[src/rtl/multicycle_controller.sv]
// multicycle_controller: main sequencing FSM for the multi-cycle RV32I core.
// Drives datapath enables/selects from the current state and IR fields,
// waits on the shared memory port via mem_ready, and traps on illegal
// opcodes or on a memory request that stays unanswered for MEM_TIMEOUT cycles.
//
// Debug state encoding (state output):
//   0 FETCH  1 DECODE  2 MEMADR  3 MEMREAD  4 MEMWB  5 MEMWRITE  6 EXECR
//   7 EXECI  8 ALUWB   9 BRANCH 10 JAL     11 JALR  12 LUI      13 AUIPC 14 TRAP
module multicycle_controller #(
  parameter int MEM_TIMEOUT = 255
) (
  input  logic       clk,
  input  logic       rst_n,
  input  logic [6:0] op,
  input  logic [2:0] funct3,
  input  logic       funct7b5,
  input  logic       zero,
  input  logic       lt,
  input  logic       ltu,
  input  logic       mem_ready,
  output logic       mem_req,
  output logic       mem_write,
  output logic       adr_src,
  output logic       ir_write,
  output logic       pc_write,
  output logic       reg_write,
  output logic [1:0] result_src,
  output logic [1:0] alu_src_a,
  output logic [1:0] alu_src_b,
  output logic [2:0] imm_src,
  output logic [3:0] alu_control,
  output logic       instr_done,
  output logic       illegal,
  output logic [3:0] state
);

  typedef enum logic [3:0] {
    S_FETCH    = 4'd0,
    S_DECODE   = 4'd1,
    S_MEMADR   = 4'd2,
    S_MEMREAD  = 4'd3,
    S_MEMWB    = 4'd4,
    S_MEMWRITE = 4'd5,
    S_EXECR    = 4'd6,
    S_EXECI    = 4'd7,
    S_ALUWB    = 4'd8,
    S_BRANCH   = 4'd9,
    S_JAL      = 4'd10,
    S_JALR     = 4'd11,
    S_LUI      = 4'd12,
    S_AUIPC    = 4'd13,
    S_TRAP     = 4'd14
  } state_e;

  localparam logic [6:0] OP_LOAD   = 7'b0000011;
  localparam logic [6:0] OP_STORE  = 7'b0100011;
  localparam logic [6:0] OP_R      = 7'b0110011;
  localparam logic [6:0] OP_I      = 7'b0010011;
  localparam logic [6:0] OP_BRANCH = 7'b1100011;
  localparam logic [6:0] OP_JAL    = 7'b1101111;
  localparam logic [6:0] OP_JALR   = 7'b1100111;
  localparam logic [6:0] OP_LUI    = 7'b0110111;
  localparam logic [6:0] OP_AUIPC  = 7'b0010111;

  localparam logic [3:0] ALU_ADD  = 4'b0000;
  localparam logic [3:0] ALU_SUB  = 4'b0001;
  localparam logic [3:0] ALU_AND  = 4'b0010;
  localparam logic [3:0] ALU_OR   = 4'b0011;
  localparam logic [3:0] ALU_XOR  = 4'b0100;
  localparam logic [3:0] ALU_SLT  = 4'b0101;
  localparam logic [3:0] ALU_SLTU = 4'b0110;
  localparam logic [3:0] ALU_SLL  = 4'b0111;
  localparam logic [3:0] ALU_SRL  = 4'b1000;
  localparam logic [3:0] ALU_SRA  = 4'b1001;

  // Counter holds completed wait cycles; the trap fires on the wait cycle
  // that would bring the count to MEM_TIMEOUT.
  localparam int CW = (MEM_TIMEOUT > 1) ? $clog2(MEM_TIMEOUT) : 1;
  localparam logic [CW-1:0] WAIT_LAST = CW'((MEM_TIMEOUT > 0) ? MEM_TIMEOUT - 1 : 0);
  localparam logic WD_EN = (MEM_TIMEOUT != 0);

  state_e          state_q, state_d;
  logic [CW-1:0]   wait_cnt_q, wait_cnt_d;
  logic            illegal_q, illegal_d;

  logic            wait_st, wd_hit, br_taken, br_bad;
  logic            mem_req_c, mem_write_c, ir_write_c, pc_write_c, reg_write_c, done_c;

  // ALU op for register/immediate arithmetic; immediates ignore funct7b5
  // except to pick the arithmetic right shift.
  function automatic logic [3:0] alu_dec(input logic [2:0] f3, input logic f7b5,
                                         input logic is_imm);
    logic [3:0] r;
    case (f3)
      3'b000:  r = (f7b5 && !is_imm) ? ALU_SUB : ALU_ADD;
      3'b001:  r = ALU_SLL;
      3'b010:  r = ALU_SLT;
      3'b011:  r = ALU_SLTU;
      3'b100:  r = ALU_XOR;
      3'b101:  r = f7b5 ? ALU_SRA : ALU_SRL;
      3'b110:  r = ALU_OR;
      default: r = ALU_AND;
    endcase
    return r;
  endfunction

  // Immediate format follows the opcode regardless of state.
  always_comb begin
    case (op)
      OP_STORE:         imm_src = 3'b001;
      OP_BRANCH:        imm_src = 3'b010;
      OP_JAL:           imm_src = 3'b011;
      OP_LUI, OP_AUIPC: imm_src = 3'b100;
      default:          imm_src = 3'b000;
    endcase
  end

  // Branch condition from funct3; 010/011 are not branch encodings.
  always_comb begin
    br_taken = 1'b0;
    br_bad   = 1'b0;
    case (funct3)
      3'b000:  br_taken = zero;
      3'b001:  br_taken = !zero;
      3'b100:  br_taken = lt;
      3'b101:  br_taken = !lt;
      3'b110:  br_taken = ltu;
      3'b111:  br_taken = !ltu;
      default: br_bad   = 1'b1;
    endcase
  end

  assign wait_st = (state_q == S_FETCH) || (state_q == S_MEMREAD) || (state_q == S_MEMWRITE);
  assign wd_hit  = WD_EN && wait_st && !mem_ready && (wait_cnt_q == WAIT_LAST);

  // Next-state and control decode.
  always_comb begin
    state_d     = state_q;
    mem_req_c   = 1'b0;
    mem_write_c = 1'b0;
    ir_write_c  = 1'b0;
    pc_write_c  = 1'b0;
    reg_write_c = 1'b0;
    done_c      = 1'b0;
    adr_src     = 1'b0;
    result_src  = 2'b00;
    alu_src_a   = 2'b00;
    alu_src_b   = 2'b00;
    alu_control = ALU_ADD;
    case (state_q)
      S_FETCH: begin
        mem_req_c  = 1'b1;
        alu_src_b  = 2'b10;
        result_src = 2'b10;
        if (mem_ready) begin
          ir_write_c = 1'b1;
          pc_write_c = 1'b1;
          state_d    = S_DECODE;
        end
      end
      S_DECODE: begin
        alu_src_a = 2'b01;
        alu_src_b = 2'b01;
        case (op)
          OP_LOAD, OP_STORE: state_d = S_MEMADR;
          OP_R:              state_d = S_EXECR;
          OP_I:              state_d = S_EXECI;
          OP_BRANCH:         state_d = S_BRANCH;
          OP_JAL:            state_d = S_JAL;
          OP_JALR:           state_d = S_JALR;
          OP_LUI:            state_d = S_LUI;
          OP_AUIPC:          state_d = S_AUIPC;
          default:           state_d = S_TRAP;
        endcase
      end
      S_MEMADR: begin
        alu_src_a = 2'b10;
        alu_src_b = 2'b01;
        state_d   = op[5] ? S_MEMWRITE : S_MEMREAD;
      end
      S_MEMREAD: begin
        mem_req_c = 1'b1;
        adr_src   = 1'b1;
        if (mem_ready) state_d = S_MEMWB;
      end
      S_MEMWB: begin
        result_src  = 2'b01;
        reg_write_c = 1'b1;
        done_c      = 1'b1;
        state_d     = S_FETCH;
      end
      S_MEMWRITE: begin
        mem_req_c   = 1'b1;
        mem_write_c = 1'b1;
        adr_src     = 1'b1;
        if (mem_ready) begin
          done_c  = 1'b1;
          state_d = S_FETCH;
        end
      end
      S_EXECR: begin
        alu_src_a   = 2'b10;
        alu_control = alu_dec(funct3, funct7b5, 1'b0);
        state_d     = S_ALUWB;
      end
      S_EXECI: begin
        alu_src_a   = 2'b10;
        alu_src_b   = 2'b01;
        alu_control = alu_dec(funct3, funct7b5, 1'b1);
        state_d     = S_ALUWB;
      end
      S_ALUWB: begin
        reg_write_c = 1'b1;
        done_c      = 1'b1;
        state_d     = S_FETCH;
      end
      S_BRANCH: begin
        alu_src_a   = 2'b10;
        alu_control = ALU_SUB;
        if (br_bad) begin
          state_d = S_TRAP;
        end else begin
          pc_write_c = br_taken;
          done_c     = 1'b1;
          state_d    = S_FETCH;
        end
      end
      S_JAL: begin
        alu_src_a  = 2'b01;
        alu_src_b  = 2'b10;
        pc_write_c = 1'b1;
        state_d    = S_ALUWB;
      end
      S_JALR: begin
        alu_src_a = 2'b10;
        alu_src_b = 2'b01;
        state_d   = S_JAL;
      end
      S_LUI: begin
        alu_src_a = 2'b11;
        alu_src_b = 2'b01;
        state_d   = S_ALUWB;
      end
      S_AUIPC: begin
        alu_src_a = 2'b01;
        alu_src_b = 2'b01;
        state_d   = S_ALUWB;
      end
      default: state_d = S_TRAP;
    endcase
    if (wd_hit) state_d = S_TRAP;
  end

  // Wait counter runs only while parked in a memory state without ready.
  always_comb begin
    wait_cnt_d = '0;
    if (wait_st && !mem_ready && (state_d == state_q)) wait_cnt_d = wait_cnt_q + CW'(1);
  end

  assign illegal_d = illegal_q || (state_d == S_TRAP);

  // State, watchdog count and sticky trap flag.
  always_ff @(posedge clk or negedge rst_n) begin
    if (!rst_n) begin
      state_q    <= S_FETCH;
      wait_cnt_q <= '0;
      illegal_q  <= 1'b0;
    end else begin
      state_q    <= state_d;
      wait_cnt_q <= wait_cnt_d;
      illegal_q  <= illegal_d;
    end
  end

  // Enables are held low during reset so an in-flight request is dropped at once.
  assign mem_req    = rst_n & mem_req_c;
  assign mem_write  = rst_n & mem_write_c;
  assign ir_write   = rst_n & ir_write_c;
  assign pc_write   = rst_n & pc_write_c;
  assign reg_write  = rst_n & reg_write_c;
  assign instr_done = rst_n & done_c;
  assign illegal    = illegal_q;
  assign state      = state_q;

endmodule

[config.mk]
export PLATFORM = sky130hd
export DESIGN_NAME = multicycle_controller
export DESIGN_NICKNAME = d
export VERILOG_FILES = /design/src/rtl/multicycle_controller.sv
export SDC_FILE = /design/constraint.sdc
export NUM_CORES = 1
export LEC_CHECK = 0
export BUFFER_PORTS_ARGS = -buffer_cell sky130_fd_sc_hd__clkbuf_2
export CORE_MARGIN = 2
export CORE_UTILIZATION = 46
export CTS_CLUSTER_SIZE = 10
export DETAILED_ROUTE_END_ITERATION = 7
export PLACE_DENSITY = 0.76
export SLEW_MARGIN = 10
export SYNTH_ARGS = -nofsm -noshare
export SYNTH_HDL_FRONTEND = slang
export SYNTH_SLANG_ARGS = --single-unit
export TNS_END_PERCENT = 30
[constraint.sdc]
create_clock -name clk -period 1.4 [get_ports clk]
set_input_delay 0.07 -clock clk [delete_from_list [all_inputs] [get_ports clk]]
set_output_delay 0.07 -clock clk [all_outputs]
set_load 0.01 [all_outputs]
==> metrics.csv, run 1 <==
metric;value;unit
vias in the first global route;1541;
Worst Hold End;state[2];
Sw Ratio;44.7;%
CP endpoint kind;register;
I/O pin cnt;42;
Avg Inst Size Synth;8.07;um^2
EDFF count, synth;0;
sequential share of the synthesized area;25.0;%
Synth Flop Type;dfrtp_1;
net switching power;1.82;mW
final clock skew;0.0101;ns
Worst slew margin;75.5;%
Worst IR Drop VDD;0.00144;V
most used routing layer;met2;
Async SR Flop Fraction;100;%
Startpoint Class;register;
Row Count;19;
First-pass DRT Iterations;4;
failing checks;setup timing;
# DRC;0;
max-cap violations;0;
NumNets Final;270;
status;complete, but fails checks;
Worst Reg2Reg Path Length in Cells;6;
Max Fclk;0.572;GHz
post-place setup slack;-0.282;ns
drt wl/cell;16.8;um
met2 GRT Util;45.0;%
CP max FO;4;
worst hold path type;in -> reg;
crit share post-route;125;%
# setup viols final;30;
Clock transition at path regs;0.08;ns
routability congestion estimate;0.815;
vias per cell;5.73;
Reg2Reg Setup Slack;-0.35;ns
Synth cell types;51;
Core ar.;2710;um^2
initial antenna violation count;0;
clk buf depth;2;
final hold vios;0;
first-pass GRT wire length;6920;um
max-slew violations;0;
die area;3270;um^2
DRT Wirelength;4730;um
GR Util All Layers;26.4;%
grt met3 use;5.67;%
Worst R2R Start;state[2];
Skew-Pair Late Insertion Delay;0.27;ns
pin count of the biggest net entering global routing;17;
clock share of power;5.5;%
Finished Cell Area;2190;um^2
CP required;1.57;ns
Root Driver;clkbuf_4;
Die Y;57.2;um
fraction of layout cells with a size suffix above 1;56.8;%
Routed Antenna Nets;0;
Setup WS post-layout;-0.349;ns
reg2reg end;illegal;
PwrDens;1860;nW/um^2
Mapped Area;1300;um^2
placed cell area;1760;um^2
CTS tree;done;
I/O Buffers;41;
yosys warns;0;
Slew @ Worst Pin;0.358;ns
vias;1611;
Logic pwr share;80.9;%
# diodes;0;
total CTS buffers;3;
DRT iter0 DRCs;98;
H-tree depth;1;
Starting Density;48.0;%
Leakage;1.08;nW
hold path start;op[0];
worst path arrival time;1.92;ns
M1 GR Usage;32.3;%
min cycle time layout;1.75;ns
Worst Setup Path Type;reg -> reg;
RSZ-0062 raised after global routing;true;
Mapped Nets;180;
Worst Hold Path Cells;4;
Int Pwr;2.25;mW
post-DP HPWL;2810;um
Fillers;151;
# clock sinks;13;
register area;329;um^2
Post-Synthesis Cells;161;
FF+latch count, synth;13;
Layout area overhead;68.3;%
global route overflow;0;
sequential fraction of design power;13.6;%
DIE WIDTH;57.2;um
Multi-input gate area;1050;um^2
## critical path, cell delays in order (launching register included)
cell,delay [ns]
dfrtp_2,0.45
buf_6,0.16
xnor2_4,0.20
mux2i_4,0.12
nor4_4,0.31
nor3_2,0.11
o311ai_2,0.30
## power by group through the flow
| stage | sequential (mW) | combinational [mW] | clock (mW) |
|---|---|---|---|
| 2_1_floorplan | 0.545 | 1.27 | 0 |
| 3_3_place_gp | 0.552 | 2.08 | 0 |
| 3_5_place_dp | 0.559 | 2.15 | 0 |
| 4_1_cts | 0.522 | 2.76 | 0.232 |
| 5_1_grt | 0.563 | 3.47 | 0.250 |
| 6_report | 0.554 | 3.29 | 0.225 |
## state kept, by name (all words and copies together), names as in the netlist
name        flops
wait_cnt_q      8
state           4
illegal         1
## routing by layer
layer | vias up | routed length (um)
li1 | 746 | -
met1 | 764 | 1990
met2 | 83 | 2350
met3 | 18 | 262
met4 | 0 | 127
met5 | - | 0
## area by class of cell
cell class,instances,area share [%]
Multi-Input combinational cell,130,48.2
Timing Repair Buffer,96,32.5
Sequential cell,13,15.0
Tap cell,31,1.77
Inverter,7,1.32
Clock buffer,4,1.20
## worst max-delay path by stage
stage / start / endpoint / slack (ns)
after detailed placement: state[0] / illegal / -0.28
after global routing: state[2] / illegal / -0.40
final: state[2] / illegal / -0.35
after floorplan: state[2] / illegal / -0.09
after CTS: state[0] / pc_write / -0.29
after global placement: state[0] / illegal / -0.18
## layout by cell type, fill, tap and decap left out, types with 4 or more instances in the layout
master	n
clkbuf_2	29
xor2_1	8
nand3_1	7
inv_1	5
nand2b_1	4
nor2_2	6
dfrtp_1	10
nor2b_4	4
nor3_2	4
buf_4	35
buf_2	11
a21oi_1	5
nand2_1	14
nor2_1	13
buf_6	18
## per-stage QoR
step	cells	setup TNS (ns)	total power, mW	utilization (%)	hold WS [ns]
final	281	-5.28	4.07	80.7	0.213
after global routing	281	-7.07	4.28	80.7	0.237
after CTS	277	-3.79	3.52	75.1	0.174
after detailed placement	260	-2.91	2.71	65.1	0.0433
after global placement	260	-1.57	2.63	65.1	0.0397
after floorplan	161	-0.191	1.81	-	-0.226
## cells in the mapped netlist (all sizes together) (3+ instances only)
master	n	area, um^2
nand2	17	63.8
inv	7	26.3
xnor2	4	42.6
nand2b	6	45.0
mux2i	5	62.6
xor2	8	70.1
buf	9	63.8
o21ai	5	25.0
nor3	8	40.0
a21oi	7	35.0
nor2b	5	46.3
nor2	20	75.1
nand3	7	35.0
and3	4	25.0
dfrtp	13	325
nand4	3	18.8
## cell families after synthesis
logic type / count (synthesis) / share of synthesized area [%]
and+or+nand+nor: 81 / 34.8
AOI/OAI and AO/OA: 30 / 17.2
buffers and inverters: 18 / 7.51
DFF: 13 / 25.0
xor gates and xnor gates: 12 / 8.66
muxes: 5 / 4.81
adders and majority gates: 2 / 1.92
## timing repair
action                     in CTS  in global routing
hold buffers                    1                  0
hold endpoints to repair       13                  0
pin swaps                      10                 12
cloned                          0                  1
setup buffers                  12                  4
setup endpoints to repair      30                 30
resized for setup              37                 42
No activity file was read; power rests on OpenSTA's default activity.
==> inputs of run 2 (changes only) <==
CORE_ASPECT_RATIO = 0.6   (was not set)
==> metrics.csv, run 2 (same netlist as run 1, synthesis figures left out) <==
metric;value;unit;change
Startpoint Class;register;;
max reg flops;8;;unchanged
total CTS buffers;3;;unchanged
post-place setup slack;-0.282;ns;+0.000204 ns
Layout area overhead;73.4;%;
placed cell area;1760;um^2;-0.35%
GR Util All Layers;33.8;%;+7.3 points
PwrDens;1980;nW/um^2;+6.4%
Worst IR Drop VDD;0.000899;V;-38%
H-tree depth;1;;unchanged
Fin Hold WS;0.199;ns;-0.0139 ns
met2 GRT Util;56.9;%;+12 points
Max Fclk;0.562;GHz;-1.6%
Finished Core Util;87.0;%;+6.2 points
Worst slew margin;77.5;%;+2.1 points
most used routing layer;met2;;
worst path arrival time;1.71;ns;-0.21 ns
DIE WIDTH;72.6;um;+27%
drt wl/cell;22.1;um;+31%
Core ar.;2590;um^2;-4.3%
CTS tree;done;;
Skew-Pair Late Insertion Delay;0.26;ns;about the same
Starting Density;50.1;%;+2.2 points
RSZ-0062 raised after global routing;true;;
failing checks;setup timing;;
crit share post-route;127;%;+2.0 points
die area;3280;um^2;+0.43%
post-DP HPWL;3120;um;+11%
pin count of the biggest net entering global routing;17;;unchanged
grt met3 use;4.46;%;-1.2 points
Die Y;45.2;um;-21%
CP required;1.33;ns;-0.24 ns
# diodes;0;;unchanged
First-pass DRT Iterations;5;;+1
CP endpoint kind;primary output;;
Setup TNS;-6.16;ns;-0.884 ns
Non-Filler Instances;286;;+1.8%
max-cap violations;0;;unchanged
CP max FO;5;;+1
vias;1842;;+14%
# DRC;0;;unchanged
fraction of layout cells with a size suffix above 1;57.9;%;+1.1 points
Max stage delay on crit path;0.44;ns;about the same
# clock sinks;13;;unchanged
# setup viols final;30;;unchanged
most frequent CP cell;buf_4;;
NumNets Final;274;;+1.5%
Reg with most FFs;wait_cnt_q;;
slowest stage cell, crit path;dfrtp_2;;
max-slew violations;0;;unchanged
Slew @ Worst Pin;0.328;ns;-0.0301 ns
most common cell after layout, fill and taps aside;buf_4;;
clk buf depth;2;;unchanged
initial antenna violation count;0;;unchanged
Routed Antenna Nets;0;;unchanged
first-pass GRT wire length;8310;um;+20%
worst hold path type;in -> reg;;
Leakage;1.11;nW;+2.5%
final hold vios;0;;unchanged
Setup WS post-layout;-0.378;ns;-0.0286 ns
status;complete, but fails checks;;
Finished Cell Area;2250;um^2;+3.0%
Root Driver;clkbuf_8;;
DRT iter0 DRCs;203;;+110%
Design Power;4.46;mW;+9.6%
I/O Buffers;41;;unchanged
vias in the first global route;1652;;+7.2%
Clock transition at path regs;0.06;ns;-0.02 ns
vias per cell;6.44;;+12%
final clock skew;0.00520;ns;-0.00490 ns
I/O pin cnt;42;;unchanged
global route overflow;0;;unchanged
routability congestion estimate;0.938;;+15%
Inst Count DP;260;;unchanged
most frequent cells in the layout;40 x buf_4, 29 x clkbuf_2, 17 x buf_6;;
Worst Setup Path Type;reg -> out;;
Row Count;14;;-5
DRT Wirelength;6310;um;+33%
min cycle time layout;1.78;ns;+0.0286 ns
Cell Chain, Critical Path;buf_4 > buf_4 > nor2_1 > a221o_1 > a22o_1 > clkbuf_2;;
M1 GR Usage;44.7;%;+12 points
==> run 2: cell type report <==
| type | instances | area [um^2] |
|---|---|---|
| inverters | 7 | 35.0 |
| clock inverters | 1 | 5.00 |
| multi-input cells | 130 | 1070 |
| repair buffers | 100 | 737 |
| fillers | 121 | 338 |
| flip-flops and latches | 13 | 330 |
| clock buffers | 3 | 41.3 |
| well taps | 32 | 40.0 |
==> run 2: per-layer routing <==
metal / routed length [um] / up-vias / part of all wire (%)
met5: 0 / - / 0
met4: 383 / 0 / 6.1
met3: 643 / 47 / 10
li1: - / 759 / -
met2: 2850 / 180 / 45
met1: 2430 / 856 / 39
==> run 2: report_power, final <==
group / total (mW) / switching (mW) / internal [mW]
Sequential: 0.570 / 0.115 / 0.455
Clock: 0.377 / 0.179 / 0.198
Combinational: 3.51 / 1.78 / 1.74
==> run 2: path summary, 6_finish.rpt <==
check                                       to      from  cells after the start  slack, ns
worst max-delay path            alu_control[0]  state[0]                      6      -0.38
worst min-delay path                  state[2]     op[0]                      4       0.20
worst max register to register        state[0]  state[0]                      7      -0.34
worst min register to register         illegal   illegal                      2       0.54
max in group asynchronous             state[1]     rst_n                      3       0.84
min in group asynchronous        wait_cnt_q[6]     rst_n                      3       0.35
==> run 2: timing repair <==
action                     4_1_cts  5_1_grt
setup buffers                   14        8
hold buffers                     1        0
hold endpoints to repair        13        0
setup endpoints to repair       30       30
gates resized for setup         41       42
pin swaps                       16       14
==> run 2: critical path: cells and delay by family (launching register included) <==
family	cells	cell delay, ns
flops	1	0.44
compound gates	2	0.54
simple gates	1	0.05
buf+inv	3	0.42
